===== src/rtl/encoder_8x3_scan.sv =====
// ============================================================================
// encoder_8x3_scan : serialises a multi-hot 8-bit vector into 3-bit indices
// Rev 1.0
// ============================================================================
`default_nettype none

module encoder_8x3_scan #(
  parameter bit MSB_FIRST = 1'b0
) (
  input  logic       clk,
  input  logic       rst,
  input  logic       in_valid,
  output logic       in_ready,
  input  logic [7:0] in_data,
  output logic       out_valid,
  input  logic       out_ready,
  output logic [2:0] out_code,
  output logic       out_last,
  output logic       out_zero
);

  typedef enum logic [0:0] {
    IDLE = 1'b0,
    EMIT = 1'b1
  } state_t;

  state_t     r_state;
  logic [7:0] r_pending;
  logic       r_out_valid;
  logic [2:0] r_out_code;
  logic       r_out_last;
  logic       r_out_zero;

  logic [7:0] w_src;
  logic [2:0] w_idx;
  logic [7:0] w_onehot;
  logic [7:0] w_rest;

  // Later loop iterations override earlier ones, so the loop order decides
  // whether the lowest or highest set bit wins.
  function automatic logic [2:0] first_bit(input logic [7:0] vec);
    logic [2:0] idx;
    idx = 3'd0;
    if (MSB_FIRST) begin
      for (int i = 0; i < 8; i++)
        if (vec[i]) idx = 3'(i);
    end else begin
      for (int i = 7; i >= 0; i--)
        if (vec[i]) idx = 3'(i);
    end
    return idx;
  endfunction

  // The same selector serves the first beat (from in_data) and later beats.
  assign w_src    = (r_state == IDLE) ? in_data : r_pending;
  assign w_idx    = first_bit(w_src);
  assign w_onehot = 8'b1 << w_idx;
  assign w_rest   = w_src & ~w_onehot;

  assign in_ready  = (r_state == IDLE) && !rst;
  assign out_valid = r_out_valid;
  assign out_code  = r_out_code;
  assign out_last  = r_out_last;
  assign out_zero  = r_out_zero;

  always_ff @(posedge clk) begin
    if (rst) begin
      r_state     <= IDLE;
      r_pending   <= 8'h00;
      r_out_valid <= 1'b0;
      r_out_code  <= 3'd0;
      r_out_last  <= 1'b0;
      r_out_zero  <= 1'b0;
    end else begin
      case (r_state)
        IDLE: begin
          if (in_valid) begin
            r_out_valid <= 1'b1;
            r_state     <= EMIT;
            if (in_data != 8'h00) begin
              r_out_code <= w_idx;
              r_pending  <= w_rest;
              r_out_last <= (w_rest == 8'h00);
              r_out_zero <= 1'b0;
            end else begin
              // Empty vector still produces one marker beat.
              r_out_code <= 3'd0;
              r_pending  <= 8'h00;
              r_out_last <= 1'b1;
              r_out_zero <= 1'b1;
            end
          end
        end
        EMIT: begin
          if (r_out_valid && out_ready) begin
            if (r_out_last) begin
              r_out_valid <= 1'b0;
              r_out_last  <= 1'b0;
              r_out_zero  <= 1'b0;
              r_state     <= IDLE;
            end else begin
              r_out_code <= w_idx;
              r_pending  <= w_rest;
              r_out_last <= (w_rest == 8'h00);
            end
          end
        end
        default: r_state <= IDLE;
      endcase
    end
  end

endmodule

`default_nettype wire


===== config.mk =====
export PLATFORM = sky130hd
export DESIGN_NAME = encoder_8x3_scan
export DESIGN_NICKNAME = d
export VERILOG_FILES = /design/src/rtl/encoder_8x3_scan.sv
export SDC_FILE = /design/constraint.sdc
export NUM_CORES = 1
export LEC_CHECK = 0
export CAP_MARGIN = 20
export CORE_ASPECT_RATIO = 2
export CORE_MARGIN = 1
export CORE_UTILIZATION = 30
export DETAILED_ROUTE_END_ITERATION = 12
export PLACE_DENSITY = 0.54
export SYNTH_ARGS = -nofsm -noshare
export SYNTH_HDL_FRONTEND = slang
export SYNTH_SLANG_ARGS = --single-unit

===== constraint.sdc =====
create_clock -name clk -period 1.7 [get_ports clk]
set_input_delay 0.17 -clock clk [delete_from_list [all_inputs] [get_ports clk]]
set_output_delay 0.17 -clock clk [all_outputs]
set_load 0.01 [all_outputs]

==> summary.md <==
| Metric | Value |
|---|---|
| DRC viols | 0 |
| Synth area leader | dfxtp_1 |
| Clk_skew | 3.808 ps |
| Vias in the first global route | 1,229 |
| Vias post-DR | 1,272 |
| Post-DRT Antenna Nets | 0 |
| Area grow syn2layout | 72.72% |
| Post-Route Utilization | 55.68% |
| Clk sinks | 15 |
| Final Hold Violating Endpoints | 0 |
| Fin. max-slew vios | 0 |
| Global Route met2 Usage | 38.13% |
| Type of the worst min-delay path | in -> reg |
| Final setup violation count | 4 |
| Ports | 19 |
| CP Class | reg -> reg |
| Mean Syn Cell Area | 7.886 um2 |
| Grt total ovfl | 0 |
| Clock Pin Slew Worst Setup and Hold Paths | 70 ps |
| Design Area, Final | 0.001798 mm2 |
| Startpoint Class | flip-flop |
| DIE AREA | 0.003724 mm2 |
| First-pass GRT wire length | 5.761 mm |
| Status | finished, violations left |
| Setup ws final | -56.17 ps |
| Top cell type's share of synthesized area | 28.85% |
| Starting DRT DRC Count | 36 |
| Max Root-Sink Buffers | 2 |
| WHS | 393.1 ps |
| Post-synthesis cell count | 132 |
| CTS tree | done |
| Failing checks | setup timing |
| Largest net degree at the start of global routing | 19 |
| Register area share after synthesis | 28.85% |
| Gr usage total | 20.77% |
| Leak pwr | 0.7198 nW |
| # H-tree levels | 1 |
| MaxCap Viol Count | 0 |
| Synth Net Count | 144 |
| Initial antenna violation count | 0 |
| Yosys warnings | 0 |
| Rel. slew slack | 71.11% |
| Placed Area | 0.001478 mm2 |
| WL/cell | 18.03 um |
| Worst skew pair latency | 250 ps |
| I/O Buffers | 18 |
| Worst Setup End Kind | flip-flop |
| Post-DP HPWL | 2.741 mm |
| Vias per cell | 5.756 |
| Layout cells sized above 1 | 43.16% |
| Fraction of registers with async set/reset | 0% |
| Primary FF master, synth | dfxtp_1 |
| Root buf cell | clkbuf_8 |
| Required @ worst endpoint | 1870 ps |
| Initial Utilization | 32.24% |
| WP data arrival | 1930 ps |
| Critical Path Fanout Max | 9 |
| Nets@finish | 203 |
| Busiest layer in global routing | met2 |
| Die Width | 43.66 um |
| Number of synthesized flops with an enable pin | 0 |
| Most frequent cells in the layout | buf_4, nor2_1, clkdlybuf4s50_1, nand2_1, dfxtp_1 |
| Fin crit share | 103.3% |
| Cell Pwr Density | 640.5 mW/mm2 |
| Met3 Usage GRT | 1.915% |
| Leading post-synthesis cells by cell area | dfxtp_1, nor2_1, a21oi_1 |
| Met1 usage in global routing | 21.07% |
| RSZ-0062 raised after global routing | true |
| Final Routed Wirelength | 3.985 mm |
| Commonest non-fill, non-tap cell in the layout | buf_4 |
| Height of the die | 85.31 um |
| Post-synthesis cell type count | 46 |
| Cts bufs inserted | 3 |
| Post-Syn Area | 0.001041 mm2 |
| Maximum clock frequency | 569.4 MHz |
| Worst-Margin Slew | 421.3 ps |
| Fin crit period | 1756 ps |
| VDD IR max | 0.0005400 V |
| Pre-Repair DR Iteration Count | 4 |
| Placeable Area | 0.003229 mm2 |
| Rows | 29 |
| Routability cong. | 0.9856 |
| Hold_buf cts | 0 |
| Ant diodes | 0 |
| Synthesized flop and latch total | 15 |
final timing paths:
| check | slack [ps] | depth (start not counted) | start | to |
|---|---|---|---|---|
| worst max-delay path | -60 | 7 | r_state | out_last |
| worst min-delay path | 390 | 3 | in_data[3] | r_pending[3] |
| worst max register to register | -60 | 7 | r_state | out_last |
| worst min register to register | 450 | 2 | out_code[1] | out_code[1] |
registers in the layout, summed over array words and instances, names as in the netlist:
register	flops
r_state	1
out_last	1
out_code	3
out_valid	1
r_pending	8
out_zero	1
synthesized netlist by cell type, types with 2 or more instances:
master    number
a211oi_1       2
a21oi_1       11
and3_1         3
clkbuf_1       2
dfxtp_1       15
inv_1          3
mux2i_1        5
nand2_1       13
nand2b_1       2
nor2_1        17
nor2b_1        5
nor3_1         4
nor3b_1        4
nor4_1         3
o21a_1         3
o21ai_0        2
o21ai_1        4
o31a_1         3
o31ai_1        2
or3_1          3
cells by family after synthesis:
| kind of cell | share of synthesized area, % |
|---|---|
| buffers and inverters | 5.167 |
| and+or+nand+nor | 33.18 |
| muxes | 4.808 |
| DFF | 28.85 |
| AOI/OAI and AO/OA | 28.01 |
power breakdown:
group / total [mW] / leakage (nW) / internal, mW / switching (mW)
sequential: 0.391 / 0.123 / 0.369 / 0.0216
combinational: 0.457 / 0.571 / 0.241 / 0.216
clock: 0.303 / 0.0255 / 0.163 / 0.141
total: 1.15 / 0.720 / 0.773 / 0.379
through the flow:
stage                     power (mW)  setup TNS [ps]  setup WS, ps  std cells
after floorplan               0.5656               0         151.0        132
after global placement        0.7381           -2144        -374.1        208
after detailed placement      0.7400           -2297        -383.2        208
after CTS                      1.067          -34.18        -34.18        213
after global routing           1.204          -482.7        -122.1        221
final                          1.152          -145.6        -56.17        221
layout make-up:
class	count	area, um2
fillers	298	1431
multi-input cells	108	860.8
repair buffers	60	535.5
flip-flops and latches	15	305.3
clock buffers	3	41.29
well taps	31	38.79
inverters	3	11.26
clock inverters	1	5.005
metal layers:
layer	up-vias	wire (um)
met2	46	2124
met3	20	111
met4	0	291
met1	603	1458
li1	603	-
met5	-	0
worst max-delay path, stage by stage (launching register included):
cell and delay (ps):
dfxtp_4 370, buf_12 150, nor3_4 210, o31ai_2 140
a32oi_4 250, and3_4 250, o21ai_2 80, o31ai_2 210
what timing repair did:
item	in CTS	in global routing
gates resized for setup	15	27
endpoints found under the setup margin	8	9
cloned	0	1
pin swaps	4	11
setup buffers	1	8
No activity file was read; power rests on OpenSTA's default activity.
